===== config.mk =====
export PLATFORM = sky130hd
export DESIGN_NAME = mem_stage
export DESIGN_NICKNAME = d
export VERILOG_FILES = /design/src/rtl/mem_pkg.sv /design/src/rtl/mem_ld_align.sv /design/src/rtl/mem_stage.sv
export SDC_FILE = /design/constraint.sdc
export NUM_CORES = 1
export LEC_CHECK = 0
export ABC_AREA = 1
export CAP_MARGIN = 20
export CORE_UTILIZATION = 45
export CTS_CLUSTER_SIZE = 12
export DETAILED_ROUTE_END_ITERATION = 7
export PLACE_DENSITY = 0.78
export SETUP_SLACK_MARGIN = 0.3
export SLEW_MARGIN = 20
export SYNTH_ARGS = -nofsm -noshare
export SYNTH_HDL_FRONTEND = slang
export SYNTH_SLANG_ARGS = --single-unit

===== constraint.sdc =====
create_clock -name clk -period 3.3 [get_ports clk]
set_clock_uncertainty 0.1 [all_clocks]
set_input_delay 0.495 -clock clk [delete_from_list [all_inputs] [get_ports clk]]
set_output_delay 0.495 -clock clk [all_outputs]
set_load 0.1 [all_outputs]

===== src/rtl/mem_pkg.sv =====
// Shared MEM-stage types: zip layouts, field indices and load-op encodings.
// Optional sub-word load support is enabled by defining MEM_LD_EXT_EN.
package mem_pkg;

  localparam int ZIP_ES_W = 39;
  localparam int ZIP_MS_W = 38;

  localparam int ES_MEM_BIT = 38;
  localparam int ES_WE_BIT  = 37;
  localparam int ES_WA_LSB  = 32;
  localparam int MS_WE_BIT  = 37;
  localparam int MS_WA_LSB  = 32;

  localparam logic [2:0] MEM_OP_LW  = 3'b000;
  localparam logic [2:0] MEM_OP_LB  = 3'b001;
  localparam logic [2:0] MEM_OP_LBU = 3'b010;
  localparam logic [2:0] MEM_OP_LH  = 3'b011;
  localparam logic [2:0] MEM_OP_LHU = 3'b100;

  typedef struct packed {
    logic        res_from_mem;
    logic        rf_we;
    logic [4:0]  rf_waddr;
    logic [31:0] alu_result;
  } es_zip_t;

  typedef struct packed {
    logic        rf_we;
    logic [4:0]  rf_waddr;
    logic [31:0] wdata;
  } ms_zip_t;

endpackage


===== src/rtl/mem_ld_align.sv =====
// Load lane select and sign/zero extension for sub-word loads.
// Used by mem_stage only when MEM_LD_EXT_EN is defined.
module mem_ld_align
  import mem_pkg::*;
(
  input  logic [2:0]  op,
  input  logic [1:0]  addr,
  input  logic [31:0] word,
  output logic [31:0] data
);

  logic [7:0]  b;
  logic [15:0] h;

  always_comb begin
    b = 8'h00;
    unique case (addr)
      2'd0: b = word[7:0];
      2'd1: b = word[15:8];
      2'd2: b = word[23:16];
      2'd3: b = word[31:24];
      default: b = word[7:0];
    endcase
  end

  // halfword lane ignores addr[0]
  assign h = addr[1] ? word[31:16] : word[15:0];

  always_comb begin
    data = word;
    unique case (op)
      MEM_OP_LB:  data = {{24{b[7]}}, b};
      MEM_OP_LBU: data = {24'h0, b};
      MEM_OP_LH:  data = {{16{h[15]}}, h};
      MEM_OP_LHU: data = {16'h0, h};
      default:    data = word;
    endcase
  end

endmodule


===== src/rtl/mem_stage.sv =====
// MEM pipeline stage: EX handshake, SRAM return buffering, WB select.
// Define MEM_LD_EXT_EN to add es_mem_op and sub-word load extension.
module mem_stage
  import mem_pkg::*;
#(
  parameter int XLEN  = 32,
  parameter int RF_AW = 5
) (
  input  logic                clk,
  input  logic                resetn,
  output logic                ms_allowin,
  input  logic                es2ms_valid,
  input  logic [XLEN-1:0]     es_pc,
  input  logic [ZIP_ES_W-1:0] es_rf_zip,
`ifdef MEM_LD_EXT_EN
  input  logic [2:0]          es_mem_op,
`endif
  input  logic [XLEN-1:0]     data_sram_rdata,
  output logic                ms2ws_valid,
  input  logic                ws_allowin,
  output logic [XLEN-1:0]     ms_pc,
  output logic [ZIP_MS_W-1:0] ms_rf_zip
);

  logic            ms_valid;
  logic            ms_ready_go;
  logic            first_cyc;
  logic            accept;
  logic [XLEN-1:0] pc_r;
  logic [XLEN-1:0] rdata_buf;
  logic [XLEN-1:0] word_data;
  logic [XLEN-1:0] load_data;
  logic [XLEN-1:0] final_wdata;
  logic [RF_AW-1:0] waddr;
  es_zip_t         es_zip;
  es_zip_t         ms_r;
  ms_zip_t         ms_out;
`ifdef MEM_LD_EXT_EN
  logic [2:0]      mem_op_r;
`endif

  assign es_zip      = es_rf_zip;
  assign ms_ready_go = 1'b1;
  assign ms_allowin  = ~ms_valid | (ms_ready_go & ws_allowin);
  assign ms2ws_valid = ms_valid & ms_ready_go;
  assign accept      = es2ms_valid & ms_allowin;

  always_ff @(posedge clk) begin
    if (!resetn) begin
      ms_valid  <= 1'b0;
      first_cyc <= 1'b0;
      rdata_buf <= '0;
      pc_r      <= '0;
      ms_r      <= '0;
`ifdef MEM_LD_EXT_EN
      mem_op_r  <= 3'b000;
`endif
    end else begin
      if (ms_allowin) ms_valid <= es2ms_valid;
      first_cyc <= accept;
      if (accept) begin
        pc_r <= es_pc;
        ms_r <= es_zip;
`ifdef MEM_LD_EXT_EN
        mem_op_r <= es_mem_op;
`endif
      end
      // SRAM data is only valid in the first cycle; keep it for stalls
      if (first_cyc & ms_valid & ms_r.res_from_mem)
        rdata_buf <= data_sram_rdata;
    end
  end

  assign word_data = first_cyc ? data_sram_rdata : rdata_buf;

`ifdef MEM_LD_EXT_EN
  mem_ld_align u_align (
    .op   (mem_op_r),
    .addr (ms_r.alu_result[1:0]),
    .word (word_data),
    .data (load_data)
  );
`else
  assign load_data = word_data;
`endif

  assign final_wdata = ms_r.res_from_mem ? load_data : ms_r.alu_result;
  assign waddr       = ms_r.rf_waddr;

  assign ms_out.rf_we    = ms_r.rf_we & ms_valid;
  assign ms_out.rf_waddr = waddr;
  assign ms_out.wdata    = final_wdata;

  assign ms_rf_zip = ms_out;
  assign ms_pc     = pc_r;

endmodule

==> results.md, run 1 <==
* Rows at 40
* Adder-Cell Fraction of Synth Area at 0
* Min cycle time layout at 2580 ps
* Pre-antenna DRT Iters at 5
* GPL Wtd Cong at ~0.76
* Status: complete, no violations
* Detail Route Antenna Nets at 0
* Clock slew at reported path FFs at 70 ps
* CTS tree: built
* # H-tree levels at 3
* Clock Sinks at 105
* Avg Inst Size Synth at about 6.2 sq um
* Hold Buf Count CTS at 0
* Slew of the pin with the lowest slew margin at 978 ps
* Synth Register Bits at 105
* Synth Instances at 896
* Antenna Cells at 0
* DRC viols at 0
* Pleak at approximately 0.0036 uW
* Crit share post-route at 0.782
* Distinct cells, synth at 15
* Kind of critical path: flip-flop to output pin
* Placed cell areas at ~7300 sq um
* Compound-Gate Fraction of Synth Area at 0.100
* Skew-Pair Late Insertion Delay at 350 ps
* Max VDD drop at 0.413 mV
* CP max FO at 37
* First-pass GRT wire length at around 24,000 um
* Max_cap viols at 0
* Data required, critical path at 2700 ps
* Synth Warn # at 0
* F_max at between 300 and 400 MHz
* Wirelength per Cell at 12.3 um
* P per Cell Area at 508 nW/um^2
* Commonest non-fill, non-tap cell in the layout: nand2_1
* Final hold vios at 0
* Largest family of logic cells by synthesized area: simple AND/OR/NAND/NOR gates
* GRT Overall Usage at 0.234
* Routed vias/inst at 4.75
* Sequential share of the synthesized area at 0.377
* Vias in the first global route at between 5,000 and 6,000
* Share of layout cells above drive strength 1 at 0.118
* Xor/xnor share of the synthesized area at 0
* Post-synth design cell area at 5580 sq um
* Commonest non-fill, non-tap cells in the layout: nand2_1 (201), inv_1 (167), nor2_1 (137)
* Num ports at 179
* DR iter-0 viols at ~380
* Root Driver: clkbuf_16
* Num CTS Buffers at 9
* CP startpoint kind: flip-flop
* Worst hold path class: flip-flop to flip-flop
* RSZ-0062 raised after global routing: false
* Final Instance Area at 7640 sq um
* Worst Setup End Kind: output pin
* Setup bufs post-CTS at 0
* DP Wirelength at 9020 um
* Synth Net Count at 1,003
* Core ar. at 12,100 sq um
* Die W at between 100 and 150 um
* Area Growth Syn to Fin at 37.1%
* Largest net degree at the start of global routing at 85
* Crit path DAT at 1990 ps
* Nets at 1,127
* Overflow after GRT at 0
* Max-slew violations at 0
* Post-CTS resize count at 0
* Slew margin rel. at 0.346
* Synth Area in Simple Gates at 0.331
* Final setup fails at 0
* Post-Route WL at 14,600 um
* Antenna violations before repair at 0
* Initial core utilization at 0.462
* Mux contribution to synthesized area at 0
* Setup TNS Final at 0 ps
* Die ar. at 12,800 sq um
* Die height at 113 um
* Deepest clock path buffer count at 2
* Via count at 5,663
* Port bufs at 178
path summary, 6_finish.rpt:
check                           cells after the start                         end  slack (ps)                  start
worst max-delay path                                4               ms_rf_zip[30]         720  ms_r[38]$_SDFFE_PN0P_
worst min-delay path                                2       ms_r[27]$_SDFFE_PN0P_         380  ms_r[27]$_SDFFE_PN0P_
worst max register to register                      5  rdata_buf[23]$_SDFFE_PN0P_        1050  ms_r[38]$_SDFFE_PN0P_
worst min register to register                      2       ms_r[27]$_SDFFE_PN0P_         380  ms_r[27]$_SDFFE_PN0P_
critical path: stages (launching register included):
cell and delay, ps:
dfxtp_4 660, buf_4 350, nor2_1 90, a31oi_2 180
buf_4 320
metrics by stage:
| stage | util | cells | worst slack (ps) | power (uW) | hold WS [ps] |
|---|---|---|---|---|---|
| final | 0.634 | 1193 | 718 | 3880 | 381 |
| after global placement | 0.607 | 1177 | 996 | 2750 | 359 |
| after global routing | 0.634 | 1193 | 620 | 4040 | 404 |
| after floorplan | - | 896 | 575 | 2420 | 351 |
| after detailed placement | 0.607 | 1177 | 964 | 2750 | 367 |
| after CTS | 0.634 | 1193 | 726 | 3910 | 385 |
report_power, final:
part,internal [uW],switching [uW],total [uW],leakage (uW)
logic,372,959,1330,0.00262
registers,1340,56.4,1400,0.000866
clock network,665,489,1150,0.000152
total,2380,1500,3880,0.00364
layout make-up:
class	instances	area, sq um
fillers	1129	4420
clock inverters	7	93.8
clock buffers	9	225
inverters	169	634
repair buffers	189	1760
multi-input cells	546	2610
flip-flops and latches	105	2110
well taps	168	210
registers in the layout, indices dropped and copies added, names as in the netlist:
| name | count |
|---|---|
| ms_pc | 32 |
| ms2ws_valid | 1 |
| ms_r | 34 |
| rdata_buf | 32 |
| waddr | 5 |
| first_cyc | 1 |
layer usage:
metal,track usage,up-vias,part of all wire
met1,0.293,2499,0.46
met5,0,-,0
met4,0.0693,0,0.012
met2,0.386,172,0.45
li1,-,2977,-
met3,0.0723,15,0.074
synthesized netlist by cell type:
master | number | share of area
nand2_1 | 201 | 0.14
inv_1 | 167 | 0.11
nor2_1 | 137 | 0.092
dfxtp_1 | 105 | 0.38
a21oi_1 | 72 | 0.065
nand3_1 | 71 | 0.064
buf_2 | 46 | 0.041
a31oi_1 | 32 | 0.036
nand4_1 | 31 | 0.035
clkbuf_1 | 13 | 0.0087
buf_4 | 10 | 0.013
buf_6 | 7 | 0.014
inv_2 | 2 | 0.0013
nand2_8 | 1 | 0.0036
nand3_2 | 1 | 0.0018
cell families after synthesis:
kind of cell           after synthesis
and+or+nand+nor                    442
AOI/OAI and AO/OA                  104
DFF                                105
buffers and inverters              245
Note: power is estimated with default switching activity, not from simulation.
==> run 2, diff against run 1 <==
--- a/config.mk
+++ b/config.mk
@@ -7,10 +7,10 @@
 export LEC_CHECK = 0
 export ABC_AREA = 1
 export CAP_MARGIN = 20
-export CORE_UTILIZATION = 45
+export CORE_UTILIZATION = 42
 export CTS_CLUSTER_SIZE = 12
 export DETAILED_ROUTE_END_ITERATION = 7
-export PLACE_DENSITY = 0.78
+export PLACE_DENSITY = 0.77
 export SETUP_SLACK_MARGIN = 0.3
 export SLEW_MARGIN = 20
 export SYNTH_ARGS = -nofsm -noshare
==> constraint.sdc (replaced) <==
create_clock -name clk -period 2.1 [get_ports clk]
set_clock_uncertainty 0.1 [all_clocks]
set_input_delay 0.315 -clock clk [delete_from_list [all_inputs] [get_ports clk]]
set_output_delay 0.315 -clock clk [all_outputs]
set_load 0.1 [all_outputs]
==> results.md, run 2 (synthesis results as in run 1) <==
* Die ar. at around 14,000 sq um
* First-pass GRT wire length at 27,000 um
* P per Cell Area at 732 nW/um^2
* Pleak at 0.00427 uW
* Max-slew violations at 0
* Clock slew at reported path FFs at 70 ps
* Pre-antenna DRT Iters at 5
* Rows at 41
* Nets at 1,175
* Num ports at 179
* Kind of critical path: flip-flop to output pin
* CTS tree: built
* Core ar. at 12,800 sq um
* Hold WS at 290 ps
* Share of layout cells above drive strength 1 at 0.204
* Data required, critical path at 1680 ps
* Initial core utilization at 0.437
* Min cycle time layout at between 1500 and 2000 ps
* Hold Buf Count CTS at 0
* Setup TNS Final at 0 ps
* Via count at 6,158
* Biggest register: ms_r
* # H-tree levels at 3
* Skew-Pair Late Insertion Delay at 350 ps
* GRT Overall Usage at 0.255
* Vias in the first global route at 5,579
* F_max at slightly above 500 MHz
* DP Wirelength at 10,500 um
* Largest net degree at the start of global routing at approximately 50
* Slew margin rel. at 0.718
* DR iter-0 viols at just over 400
* Post-Route WL at 17,900 um
* Detail Route Antenna Nets at 0
* Deepest clock path buffer count at 2
* Port bufs at 178
* Commonest non-fill, non-tap cells in the layout: nand2_1 (172), inv_1 (166), nor2_1 (136)
* Max FFs per register at 34
* Setup WS pre-CTS at 330 ps
* Worst Slack Setup Final at between 100 and 150 ps
* Overflow after GRT at 0
* Final hold vios at 0
* Root Driver: clkbuf_16
* Antenna violations before repair at 0
* Commonest non-fill, non-tap cell in the layout: nand2_1
* Area Growth Syn to Fin at 65.0%
* CP max FO at 6
* CP startpoint kind: flip-flop
* Status: complete, no violations
* Crit path DAT at between 1500 and 2000 ps
* GPL Wtd Cong at 0.762
* Die height at 117 um
* Crit share post-route at 0.929
* Antenna Cells at 0
* Worst hold path class: primary input to flip-flop
* Final setup fails at 0
* Slew of the pin with the lowest slew margin at 424 ps
* Clock Sinks at 105
* Filler Cell Count at 989
* DRC viols at 0
* Routed vias/inst at 4.95
* Max VDD drop at 0.619 mV
* RSZ-0062 raised after global routing: true
* Worst Setup End Kind: output pin
* Die W at around 120 um
* Wirelength per Cell at 14.4 um
* Num CTS Buffers at 9
* Max_cap viols at 0
[run 2: changes by cell type in the layout (fill, tap and decap cells not counted), moves of 4 or more]
cell / change
a31oi_2: -32
a31oi_4: +32
buf_12: +50
buf_16: +4
buf_6: +9
clkdlybuf4s50_1: -19
nand2_1: -29
nand2_2: +21
nand2_4: +9
[run 2: worst paths after layout]
kind	startpoint	to	slack [ps]	depth (start not counted)
worst min register to register	ms_pc[22]$_SDFFE_PN0P_	ms_pc[22]$_SDFFE_PN0P_	380	2
worst max register to register	first_cyc$_SDFF_PN0_	rdata_buf[11]$_SDFFE_PN0P_	320	9
worst max-delay path	first_cyc$_SDFF_PN0_	ms_rf_zip[4]	150	6
worst min-delay path	resetn	rdata_buf[21]$_SDFFE_PN0P_	290	3
[run 2: per-layer routing]
layer | part of all wire | vias to the layer above | GRT usage
met4 | 0.017 | 0 | 0.0785
met3 | 0.068 | 26 | 0.0613
met2 | 0.48 | 249 | 0.445
met5 | 0 | - | 0
met1 | 0.43 | 2792 | 0.311
li1 | - | 3091 | -
[run 2: layout make-up]
| type | instances | area (sq um) | area share |
|---|---|---|---|
| flip-flops and latches | 105 | 2110 | 0.230 |
| multi-input cells | 547 | 3020 | 0.328 |
| clock buffers | 11 | 253 | 0.0275 |
| clock inverters | 5 | 77.6 | 0.00843 |
| repair buffers | 236 | 2880 | 0.313 |
| inverters | 169 | 643 | 0.0699 |
| well taps | 172 | 215 | 0.0234 |
[run 2: per-stage QoR]
step	utilization	area, sq um	cells	power [uW]
floorplan	-	6080	896	3910
global placement	0.644	8230	1200	4710
detailed placement	0.644	8230	1200	4730
CTS	0.707	9030	1239	6710
global route	0.720	9200	1245	6970
finish	0.720	9200	1245	6740
[run 2: report_power, final]
part | switching, uW | leakage, uW | internal, uW
clock network | 754 | 0.000162 | 1110
registers | 77.2 | 0.000867 | 2110
logic | 1710 | 0.00325 | 987
total | 2540 | 0.00427 | 4200
[run 2: critical path, stage by stage, from the launching register on]
cell	delay (ps)
dfxtp_4	370
inv_6	90
buf_12	120
buf_16	140
nand2_1	100
a31oi_4	170
buf_12	190
[run 2: repair_timing]
| action | in CTS | in global routing |
|---|---|---|
| buffers inserted | 18 | 3 |
| pin swaps | 30 | 27 |
| endpoints found under the hold margin | 0 | 0 |
| setup endpoints to repair | 33 | 33 |
| cloned | 5 | 3 |
| gates resized for setup | 40 | 26 |
==> run 3, diff against run 2 <==
--- a/config.mk
+++ b/config.mk
@@ -5,12 +5,12 @@
 export SDC_FILE = /design/constraint.sdc
 export NUM_CORES = 1
 export LEC_CHECK = 0
-export ABC_AREA = 1
+export ABC_AREA = 0
 export CAP_MARGIN = 20
-export CORE_UTILIZATION = 42
+export CORE_UTILIZATION = 40
 export CTS_CLUSTER_SIZE = 12
 export DETAILED_ROUTE_END_ITERATION = 7
-export PLACE_DENSITY = 0.77
+export PLACE_DENSITY = 0.76
 export SETUP_SLACK_MARGIN = 0.3
 export SLEW_MARGIN = 20
 export SYNTH_ARGS = -nofsm -noshare
==> results.md, run 3 <==
* Status: finished with violations
* Failing checks: design-rule violations
* GPL Wtd Cong at 0.781
* Mux contribution to synthesized area at 0.214
* Sequential share of the synthesized area at 0.436
* Root Driver: clkbuf_16
* Post-synth ARST share at 0
* DR iter-0 viols at 159
* Post-synth design cell area at 4820 sq um
* Kind of critical path: flip-flop to output pin
* RSZ-0062 raised after global routing: true
* DRC viols at 9
* Setup TNS Final at 0 ps
* Via count at 4,341
* Area Growth Syn to Fin at 63.1%
* CP Cell Sequence: buf_12, mux2i_2, a21oi_4, buf_12
* Avg Inst Size Synth at around 8.5 sq um
* Die height at 112 um
* Num ports at 179
* Adder-Cell Fraction of Synth Area at 0
* Synth Warn # at 0
* Max-slew violations at 0
* First-pass GRT wire length at slightly above 20,000 um
* Ys flop type: dfxtp_1
* Synth Register Bits at 105
* Synth Instances at 570
* Crit-path slowest cell: dfxtp_4
* DP Wirelength at 8900 um
* F_max at between 500 and 600 MHz
* Compound-Gate Fraction of Synth Area at 0.0680
* Data required, critical path at 1680 ps
* Reg2reg setup slack at 490 ps
* Initial core utilization at 0.417
* Max incr delay on CP at roughly 420 ps
* WHS Path Cells at 3
* Routed vias/inst at 4.98
* Synth Net Count at 677
* # H-tree levels at 3
* Min cycle time layout at 1950 ps
* Slew of the pin with the lowest slew margin at 389 ps
* Crit share post-route at 0.931
* Area leader, netlist: dfxtp_1
* CP max FO at 14
* Number of cells on the worst reg-to-reg path at 6
* Rows at 39
* Reg2reg end: rdata_buf[13]$_SDFFE_PN0P_
* Largest net degree at the start of global routing at 49
* Commonest non-fill, non-tap cells in the layout: nand2_1 (174), clkdlybuf4s50_1 (105), dfxtp_1 (102)
* P per Cell Area at about 750 nW/um^2
* Core ar. at 11,600 sq um
* Antenna Cells at 0
* Final hold vios at 0
* Min-delay src: resetn
* Post-Route WL at 13,000 um
* Most frequent CP cell: buf_12
* Port bufs at about 180
* Antenna violations before repair at 0
* Distinct cells, synth at 19
* Share of layout cells above drive strength 1 at 0.241
* Hold Buf Count CTS at 0
* Worst Setup End Kind: output pin
* CTS tree: built
* Clock Sinks at 105
* Top-count cell post-synth: nand2_1
* Num CTS Buffers at 9
* Die W at 112 um
* Worst hold path class: primary input to flip-flop
* Filler Cell Count at 869
* Skew-Pair Late Insertion Delay at between 300 and 400 ps
* Nets at 831
* Commonest cells post-synth: nand2_1 (174), dfxtp_1 (105), mux2i_1 (103)
* Vias in the first global route at approximately 4,400
* Pre-antenna DRT Iters at 8
* Final setup fails at 0
* Xor/xnor share of the synthesized area at 0
* GRT Overall Usage at 0.201
* Max FFs per register at 34
* Slew margin rel. at 0.741
* Commonest non-fill, non-tap cell in the layout: nand2_1
* Overflow after GRT at 0
* Max VDD drop at 0.387 mV
* Deepest clock path buffer count at 2
* Yosys top cell area share at 0.436
* Synth top area cells: dfxtp_1 (44%), mux2i_1 (21%), nand2_1 (14%)
* Biggest register: ms_r
* Hold endpoint: ms_r[11]$_SDFFE_PN0P_
* Pleak at 0.00308 uW
* Synth Area in Simple Gates at 0.202
* Max_cap viols at 0
* Largest family of logic cells by synthesized area: multiplexers
* Wirelength per Cell at 14.9 um
* Detail Route Antenna Nets at 0
* Final Instance Area at 7870 sq um
* Placed cell areas at 7210 sq um
* CP startpoint kind: flip-flop
* Reg2reg start: first_cyc$_SDFF_PN0_
* Die ar. at approximately 12,000 sq um
* Post-synth EDFFs at 0
* Clock slew at reported path FFs at ~70 ps
* Crit path DAT at roughly 1500 ps
==> run 3: cell types whose count changed after synthesis, moves of 32 or more <==
cell     change
inv_1      -166
nor2_1     -105
mux2i_1    +103
a21oi_1     -40
nand3_1     -39
a31oi_1     -32
o21ai_0     +32
==> run 3: final cells by class <==
type,count,area [sq um],area share
Multi-Input combinational cell,411,2960,0.376
Timing Repair Buffer,196,2330,0.296
Sequential cell,105,2110,0.269
Clock buffer,12,256,0.0326
Tap cell,143,179,0.0227
Clock inverter,4,27.5,0.00350
Inverter,1,3.75,0.000477
==> run 3: cells by family (layout without fill, tap and decap cells) <==
logic type,after synthesis,count (layout)
AOI/OAI and AO/OA,65,65
DFF,105,105
muxes,103,103
and+or+nand+nor,243,243
buffers and inverters,54,213
==> run 3: worst max-delay path by stage <==
stage | start | end | depth (start not counted)
2_1_floorplan | ms_r[38]$_SDFFE_PN0P_ | ms_rf_zip[24] | 4
3_3_place_gp | ws_allowin | ms_r[38]$_SDFFE_PN0P_ | 5
3_5_place_dp | ws_allowin | ms_r[4]$_SDFFE_PN0P_ | 5
4_1_cts | first_cyc$_SDFF_PN0_ | ms_rf_zip[26] | 4
5_1_grt | first_cyc$_SDFF_PN0_ | ms_rf_zip[19] | 4
6_report | first_cyc$_SDFF_PN0_ | ms_rf_zip[23] | 4
==> run 3: report_power, final <==
part	internal (uW)	leakage, uW	switching (uW)
logic	786	0.00208	1350
registers	2090	0.000862	60.8
clock network	870	0.000143	728
total	3740	0.00308	2140
==> run 3: what timing repair did <==
action	4_1_cts	5_1_grt
cloned	0	3
hold endpoints to repair	0	0
pin swaps	0	0
resized for setup	30	23
setup endpoints to repair	32	32
setup buffers	0	1
==> run 3: worst max-delay path: cells and delay by family, from the launching register on <==
kind,cells,cell delay (ps)
compound gates,1,100
mux,1,310
buf+inv,2,370
flops,1,420
==> run 3: stage by stage <==
step | utilization | hold slack (ps) | power [uW] | cells | worst slack, ps
after floorplan | - | 330 | 3580 | 570 | 302
after global placement | 0.624 | 338 | 4220 | 852 | 307
after detailed placement | 0.624 | 347 | 4250 | 852 | 222
after CTS | 0.658 | 288 | 5870 | 868 | 143
after global routing | 0.680 | 307 | 6100 | 872 | 96.9
final | 0.680 | 298 | 5880 | 872 | 146
==> run 3: per-layer routing <==
layer | routed length, um | vias up | part of all wire | GRT usage
met4 | 201 | 0 | 0.015 | 0.0703
met3 | 775 | 14 | 0.059 | 0.0495
met5 | 0 | - | 0 | 0
li1 | - | 2190 | - | -
met2 | 6540 | 126 | 0.50 | 0.362
met1 | 5520 | 2011 | 0.42 | 0.231
